$ cat src/rtl/truth_table_scanner_if.sv
// Bundle of controller-facing and function-block-facing signals for the
// truth-table scanner. The scanner uses the slave modport; the controller
// (top level or bench) uses the master modport.
interface truth_table_scanner_if #(
    parameter int N_IN = 3
);
    localparam int VN = 2 ** N_IN;

    logic            start;
    logic [VN-1:0]   expected;
    logic            f_in;
    logic [N_IN-1:0] xyz;
    logic            busy;
    logic            done;
    logic [VN-1:0]   table_out;
    logic [N_IN:0]   minterm_count;
    logic            pass;
    logic            mismatch_valid;
    logic [N_IN-1:0] mismatch_idx;

    modport master (
        output start, expected, f_in,
        input  xyz, busy, done, table_out, minterm_count,
               pass, mismatch_valid, mismatch_idx
    );

    modport slave (
        input  start, expected, f_in,
        output xyz, busy, done, table_out, minterm_count,
               pass, mismatch_valid, mismatch_idx
    );
endinterface

$ cat src/rtl/truth_table_scanner.sv
// Exhaustive sequencer for an external combinational function block.
// Walks xyz through every input vector, lets each settle for SETTLE cycles,
// samples f_in, builds the truth table, counts minterms and compares the
// final table against the expected mask.
module truth_table_scanner #(
    parameter int N_IN   = 3,
    parameter int SETTLE = 1
) (
    input logic                  clk,
    input logic                  reset,
    truth_table_scanner_if.slave bus
);
    localparam int VN = 1 << N_IN;
    localparam int CW = (SETTLE > 1) ? $clog2(SETTLE) : 1;
    localparam logic [CW-1:0]   SETTLE_LAST = CW'((SETTLE > 0) ? (SETTLE - 1) : 0);
    localparam logic [N_IN-1:0] LAST_IDX    = N_IN'(VN - 1);

    typedef enum logic [1:0] {
        IDLE   = 2'd0,
        WAIT   = 2'd1,
        SAMPLE = 2'd2,
        FINISH = 2'd3
    } state_t;

    state_t          state_r;
    logic [N_IN-1:0] idx_r;
    logic [CW-1:0]   cnt_r;
    logic [N_IN-1:0] xyz_r;
    logic            busy_r;
    logic            done_r;
    logic [VN-1:0]   table_r;
    logic [N_IN:0]   count_r;
    logic            pass_r;
    logic            mv_r;
    logic [N_IN-1:0] mi_r;

    logic [VN-1:0]   table_next_s;
    logic [VN-1:0]   diff_s;

    // Lowest set bit position of a difference vector; 0 when no bit is set.
    function automatic logic [N_IN-1:0] lowest_set(input logic [VN-1:0] v);
        logic [N_IN-1:0] r;
        r = '0;
        for (int i = VN - 1; i >= 0; i--) begin
            if (v[i]) begin
                r = N_IN'(i);
            end
        end
        return r;
    endfunction

    // Table including the sample being taken this cycle, and its difference
    // from the expected mask (only meaningful on the final sample).
    always_comb begin
        table_next_s        = table_r;
        table_next_s[idx_r] = bus.f_in;
        diff_s              = table_next_s ^ bus.expected;
    end

    // Scan sequencer with all outputs registered.
    always_ff @(posedge clk or posedge reset) begin
        if (reset) begin
            state_r <= IDLE;
            idx_r   <= '0;
            cnt_r   <= '0;
            xyz_r   <= '0;
            busy_r  <= 1'b0;
            done_r  <= 1'b0;
            table_r <= '0;
            count_r <= '0;
            pass_r  <= 1'b0;
            mv_r    <= 1'b0;
            mi_r    <= '0;
        end else begin
            case (state_r)
                IDLE: begin
                    done_r <= 1'b0;
                    xyz_r  <= '0;
                    if (bus.start) begin
                        idx_r   <= '0;
                        cnt_r   <= '0;
                        busy_r  <= 1'b1;
                        table_r <= '0;
                        count_r <= '0;
                        pass_r  <= 1'b0;
                        mv_r    <= 1'b0;
                        mi_r    <= '0;
                        state_r <= (SETTLE > 0) ? WAIT : SAMPLE;
                    end
                end
                WAIT: begin
                    if (cnt_r == SETTLE_LAST) begin
                        cnt_r   <= '0;
                        state_r <= SAMPLE;
                    end else begin
                        cnt_r <= cnt_r + CW'(1);
                    end
                end
                SAMPLE: begin
                    table_r <= table_next_s;
                    count_r <= count_r + (N_IN + 1)'(bus.f_in);
                    if (idx_r == LAST_IDX) begin
                        pass_r  <= (diff_s == '0);
                        mv_r    <= (diff_s != '0);
                        mi_r    <= lowest_set(diff_s);
                        busy_r  <= 1'b0;
                        done_r  <= 1'b1;
                        state_r <= FINISH;
                    end else begin
                        idx_r   <= idx_r + N_IN'(1);
                        xyz_r   <= idx_r + N_IN'(1);
                        state_r <= (SETTLE > 0) ? WAIT : SAMPLE;
                    end
                end
                FINISH: begin
                    done_r  <= 1'b0;
                    xyz_r   <= '0;
                    idx_r   <= '0;
                    state_r <= IDLE;
                end
                default: begin
                    state_r <= IDLE;
                    busy_r  <= 1'b0;
                    done_r  <= 1'b0;
                    xyz_r   <= '0;
                    idx_r   <= '0;
                    cnt_r   <= '0;
                end
            endcase
        end
    end

    assign bus.xyz            = xyz_r;
    assign bus.busy           = busy_r;
    assign bus.done           = done_r;
    assign bus.table_out      = table_r;
    assign bus.minterm_count  = count_r;
    assign bus.pass           = pass_r;
    assign bus.mismatch_valid = mv_r;
    assign bus.mismatch_idx   = mi_r;
endmodule

$ cat src/flat_wrapper.sv
// flat-port wrapper written by rule: the top's interface ports become plain ports
module truth_table_scanner_flat 
#(
    parameter int N_IN   = 3,
    parameter int SETTLE = 1
)
  (clk, reset, bus_start, bus_expected, bus_f_in, bus_xyz, bus_busy, bus_done, bus_table_out, bus_minterm_count, bus_pass, bus_mismatch_valid, bus_mismatch_idx);
  truth_table_scanner_if #(.N_IN(N_IN)) bus_i ();
  input logic clk;
  input logic reset;
  input wire logic [$bits(bus_i.start)-1:0] bus_start;
  input wire logic [$bits(bus_i.expected)-1:0] bus_expected;
  input wire logic [$bits(bus_i.f_in)-1:0] bus_f_in;
  output wire logic [$bits(bus_i.xyz)-1:0] bus_xyz;
  output wire logic [$bits(bus_i.busy)-1:0] bus_busy;
  output wire logic [$bits(bus_i.done)-1:0] bus_done;
  output wire logic [$bits(bus_i.table_out)-1:0] bus_table_out;
  output wire logic [$bits(bus_i.minterm_count)-1:0] bus_minterm_count;
  output wire logic [$bits(bus_i.pass)-1:0] bus_pass;
  output wire logic [$bits(bus_i.mismatch_valid)-1:0] bus_mismatch_valid;
  output wire logic [$bits(bus_i.mismatch_idx)-1:0] bus_mismatch_idx;
  assign bus_i.start = bus_start;
  assign bus_i.expected = bus_expected;
  assign bus_i.f_in = bus_f_in;
  assign bus_xyz = bus_i.xyz;
  assign bus_busy = bus_i.busy;
  assign bus_done = bus_i.done;
  assign bus_table_out = bus_i.table_out;
  assign bus_minterm_count = bus_i.minterm_count;
  assign bus_pass = bus_i.pass;
  assign bus_mismatch_valid = bus_i.mismatch_valid;
  assign bus_mismatch_idx = bus_i.mismatch_idx;
  truth_table_scanner #(.N_IN(N_IN), .SETTLE(SETTLE)) u_core (.clk(clk), .reset(reset), .bus(bus_i));
endmodule
$ cat config.mk
export PLATFORM = sky130hd
export DESIGN_NAME = truth_table_scanner_flat
export DESIGN_NICKNAME = d
export VERILOG_FILES = /design/src/rtl/truth_table_scanner_if.sv /design/src/rtl/truth_table_scanner.sv /design/src/flat_wrapper.sv
export SDC_FILE = /design/constraint.sdc
export NUM_CORES = 1
export LEC_CHECK = 0
export ABC_CLOCK_PERIOD_IN_PS = 5100
export CORE_MARGIN = 3
export CORE_UTILIZATION = 40
export CTS_CLUSTER_SIZE = 24
export DETAILED_ROUTE_END_ITERATION = 10
export GPL_ROUTABILITY_DRIVEN = 0
export PLACE_DENSITY = 0.69
export SETUP_SLACK_MARGIN = 0.1
export SLEW_MARGIN = 25
export SYNTH_ARGS = -nofsm -noshare
export SYNTH_HDL_FRONTEND = slang
export SYNTH_SLANG_ARGS = --single-unit
$ cat constraint.sdc
create_clock -name clk -period 5.1 [get_ports clk]
set_input_delay 1.275 -clock clk [delete_from_list [all_inputs] [get_ports clk]]
set_output_delay 1.275 -clock clk [all_outputs]
set_load 0.02 [all_outputs]
# Word-level counts from Yosys, hierarchy flattened
# Index checks and enable logic that the tools add are counted.
dict set report word_totals {
  in_bits 12
  wordCells 78
  reg_bits 28
}
dict set report op_classes {
  order_cmp 2
  n_addsub 3
  bitwise_logic 1
  mux 37
  reduce_logical 16
  n_eq_ne 8
}
# op count
set ops {}
lappend ops {{3-bit two-way mux} 11}
lappend ops {{8-bit case mux with 2 select lines} 1}
lappend ops {{3-bit case mux with 2 select lines} 2}
lappend ops {{1-bit case mux with 2 select lines} 5}
lappend ops {{2-bit AND reduction} 5}
lappend ops {{3-bit case mux with 3 select lines} 1}
lappend ops {{8-bit bitwise mux} 1}
lappend ops {{8-bit logical NOT} 1}
lappend ops {{1-bit two-way mux} 8}
lappend ops {{8-bit two-way mux} 1}
lappend ops {{2-bit case mux with 4 select lines} 1}
lappend ops {{4-bit case mux with 2 select lines} 1}
lappend ops {{8-bit nonzero test} 1}
lappend ops {{8-bit XOR} 1}
lappend ops {{2-bit two-way mux} 3}
lappend ops {{2-bit inequality test (second input constant)} 3}
lappend ops {{3-bit AND reduction} 2}
lappend ops {{2-bit nonzero test} 3}
lappend ops {{4-bit by 1-bit adder with 4-bit output} 1}
lappend ops {{2-bit equality test (second input constant)} 2}
lappend ops {{3-bit by 4-bit < comparator with 1-bit output (second input constant)} 1}
lappend ops {{4-bit two-way mux} 1}
lappend ops {{3-bit by 1-bit adder with 3-bit output (second input constant)} 1}
lappend ops {{1-bit demux with 3-bit select} 1}
lappend ops {{9 further kinds} 9}

# Logic depth before layout (Yosys ltp)
dict set report logic_depth {
  depth_word 16
  mapped_depth 8
  depth_no_buf 7
}

# Worst setup path after synthesis
# OpenSTA, ideal clock, no wires.
dict set report synth_path {
  path_kind {input to register}
  from {input bus_f_in}
  to {register u_core.mv_r (netlist: u_core.bus.mismatch_valid)}
  required_ns 4.979
  setup_slack_ns 2.533
  n_path_buf 1
  stages 6
  arrival_time_ns 2.446
  cell_sequence {clkbuf_1 > mux2i_1 > xnor2_1 > nor4_4 > nand3_1 > a22o_1}
}
dict set report synth_between {
  elab_chain_cells 5
}
# item line
set synth_rtl {}
lappend synth_rtl {{start: declaration} flat_wrapper.sv:13} ;# input wire logic [$bits(bus_i.f_in)-1:0] bus_f_in;
lappend synth_rtl {{8-bit bitwise mux} truth_table_scanner.sv:56} ;# table_next_s[idx_r] = bus.f_in;
lappend synth_rtl {{8-bit XOR} truth_table_scanner.sv:57} ;# diff_s = table_next_s ^ bus.expected;
lappend synth_rtl {{8-bit nonzero test} truth_table_scanner.sv:104} ;# mv_r <= (diff_s != '0);
lappend synth_rtl {{1-bit two-way mux} truth_table_scanner.sv:102} ;# if (idx_r == LAST_IDX) begin
lappend synth_rtl {{1-bit case mux with 2 select lines} truth_table_scanner.sv:75} ;# case (state_r)
lappend synth_rtl {{end signal: assignment} truth_table_scanner.sv:104}
lappend synth_rtl {{end: declaration} truth_table_scanner.sv:34} ;# logic mv_r;
# No other way between the ends. The select of a mux whose other input is x is not followed.
# A chain may end at the register's enable or synchronous reset.

# Worst setup path in the final report
# Ends and elaborated chain as after synthesis.

==> flow_summary_export.csv <==
group,metric,value,unit
status,status,"finished, final reports clean",
detailed_routing,drtIter0Drc,65,
detailed_routing,wl_per_cell,15.1,µm
power,switching_share,42.2,%
power,power.switching,0.000323,W
global_routing,grt_max_degree,28,
logic_synthesis,synth.net_count,186,
placement,place_ws,1920,ps
min_path,hp-class,"register to register",
detailed_routing,via_per_inst,5.61,
detailed_routing,routed_wl,3680,µm
power,sequentialPowerShare,37.7,%
floorplan,coreArea,3770,µm²
min_path,holdPathStages,1,
worst_setup_path,required,5270,ps
worst_setup_path,r2r-start,"u_core.state_r[0]",
clock_tree,post_cts_resized,0,
power,power_frac_comb,46.5,%
logic_synthesis,async_reset_ff_share,100,%
sta,finalHoldViolCount,0,
global_routing,globalRouteMet2Util,24.8,%
worst_setup_path,cp_max_fo,10,
worst_setup_path,critPathLaunchType,"input port",
clock_tree,cts_sinks,27,
final_layout,antennaDiodeCount,0,
global_routing,use_met3,2.46,%
floorplan,pin_count,34,
logic_synthesis,yosysSeqAreaShare,41.8,%
global_routing,grt_overflow,0,
sta,slew_violations,0,
power,clockPowerShare,15.9,%
global_routing,grtUsageMet1,21.5,%
sta,fmax,346,MHz
sta,fin_ws,2210,ps
floorplan,die_y,69.6,µm
sta,rsz0062_at_grt,"no",
clock_tree,post_cts_buffers,0,
worst_setup_path,arrival,3060,ps
worst_setup_path,r2r_end,"u_core.bus.pass",
detailed_routing,dr.pass1.iters,5,
logic_synthesis,ys_warn_count,0,
flow_run,maxCapViolations,0,
worst_setup_path,crit_type,"input port to register",
logic_synthesis,synthTopCellsByCount,"27 x dfrtp_1, 22 x nand2_1, 19 x o21ai_0",
sta,tightest_slew,882,ps
clock_tree,hold_buffers,0,
clock_tree,clkTransAtPathRegs,90,ps
logic_synthesis,yosysTopAreaCell,"dfrtp_1",
worst_setup_path,path_cells,"clkdlybuf4s50_1, mux2i_1, xnor2_1, nor4_4, nand3_1, a22o_1",
worst_setup_path,cp-end-kind,"register",
detailed_routing,ant_nets,0,
global_routing,busiest_layer,"met2",
min_path,holdPathEnd,"u_core.bus.pass",
placement,hpwl,2680,µm
worst_setup_path,reg2reg_depth,7,
floorplan,initial_core_util,42.9,%
logic_synthesis,synthDistinctLibCells,34,
sta,min_period_over_period,56.7,%
clock_tree,cts_max_level,1,
sta,setup_tns,0,ps
logic_synthesis,ys.flop_type,"dfrtp_1",
clock_tree,insertion_delay,270,ps
placement,numPortBuffers,33,
logic_synthesis,synthCells,168,
global_routing,antenna_found_initial,0,
final_layout,syn_to_final_growth,24.4,%
sta,relSlewSlack,41.2,%
detailed_routing,vias,1368,
clock_tree,cts-root-buf,"clkbuf_8",
logic_synthesis,synth_top_area_share,41.8,%
power,internal_power,0.000443,W
floorplan,die_w,69.6,µm
logic_synthesis,synth_edf_count,0,
global_routing,grt_pass1_vias,1327,
final_layout,nets,215,
logic_synthesis,ys_top_cells_by_area,"dfrtp_1 42%, a22o_1 8.1%, o21ai_0 5.9%",
clock_tree,cts_tree,"yes",
logic_synthesis,synth_area,1620,µm²
placement,placed_cell_area,1970,µm²
final_layout,drive_above_1_share,3.57,%
logic_synthesis,synth.most_common_cell,"dfrtp_1",
detailed_routing,drc,0,
clock_tree,numCtsBuffers,3,
floorplan,rows,22,
sta,finalCriticalPeriod,2890,ps
worst_setup_path,cpLargestDelayFamily,"buffers and inverters",
power,peakVddDrop,0.000179,V
worst_setup_path,slowest_delay,740,ps
global_routing,grt_usage,15.4,%
clock_tree,clockBufferDepth,2,
power,cellLeakagePower,0.874,nW
worst_setup_path,cpMaxStageDelayCell,"clkdlybuf4s50_1",
final_layout,design_area,2010,µm²
worst_setup_path,cp.buffers_inverters,1,
logic_synthesis,syn_area_per_cell,9.63,µm²
worst_setup_path,r2r_slack,2700,ps
logic_synthesis,ys_ff_latch,27,
floorplan,die_area,4840,µm²
sta,final-setup-viol-count,0,
sta,fin_skew,3.83,ps
global_routing,grt_pass1_wl,6190,µm
power,p_per_area,380,nW/µm²
min_path,hold_start,"u_core.bus.pass",
==> layout by cell type (no fill, tap or decap), drive strengths merged, types with 4 or more instances in the layout <==
master,n
clkdlybuf4s50,33
clkbuf,4
nor2b,4
nand2,22
a22o,15
o21ai,19
a21oi,5
nor2,5
nand3b,4
ha,6
inv,7
xnor2,7
dfrtp,27
mux2i,9
a32o,4
==> worst max path at each step <==
stage | to | slack, ps | start | cells after the start
finish | u_core.bus.mismatch_valid | 2210 | bus_f_in | 6
global route | u_core.bus.mismatch_valid | 2020 | bus_f_in | 6
CTS | u_core.bus.mismatch_valid | 2220 | bus_f_in | 6
detailed placement | u_core.bus.mismatch_valid | 1920 | bus_f_in | 6
global placement | u_core.bus.mismatch_valid | 1930 | bus_f_in | 6
floorplan | u_core.bus.mismatch_valid | 2530 | bus_f_in | 6
==> registers in the layout, summed over array words and instances (netlist names), 2 cells and up <==
register,count
u_core.idx_r,3
u_core.bus.mismatch_idx,3
u_core.bus.xyz,3
u_core.state_r,2
u_core.bus.table_out,8
u_core.bus.minterm_count,4
==> kinds of logic after synthesis <==
family,Yosys count,synth area share (%)
and+or+nand+nor,51,17.0
AOI/OAI and AO/OA,50,21.3
DFF,27,41.8
buffers and inverters,16,4.10
xor gates and xnor gates,9,4.87
muxes,9,6.34
adders and majority gates,6,4.64
==> metal layers <==
layer / share of wire (%) / up-vias / wire, µm
li1: - / 664 / -
met1: 48 / 657 / 1760
met2: 47 / 43 / 1720
met3: 4.5 / 4 / 167
met4: 1.0 / 0 / 38
met5: 0 / - / 0
==> power by group through the flow <==
stage                     Clock [W]  Sequential [W]  Combinational, W
final                      0.000122        0.000288          0.000356
after global routing       0.000129        0.000294          0.000394
after CTS                  0.000124        0.000287          0.000355
after detailed placement          0        0.000291          0.000352
after global placement            0        0.000289          0.000342
after floorplan                   0        0.000291          0.000250
==> area by class of cell <==
class                      instances  area [µm²]
clock buffer                       4        45.0
fill                             321        1760
inverter                           7        26.3
multi-input combinational        125         876
sequential                        27         676
tap                               48        60.1
timing repair buffer              33         330
==> metrics by stage <==
step / cells / power (W) / util (%) / hold WS (ps)
floorplan: 168 / 0.000542 / - / 475
global placement: 240 / 0.000631 / 52.2 / 477
detailed placement: 240 / 0.000643 / 52.2 / 482
CTS: 244 / 0.000766 / 53.4 / 503
global route: 244 / 0.000817 / 53.4 / 519
finish: 244 / 0.000766 / 53.4 / 497
(Power assumes the default switching activity.)
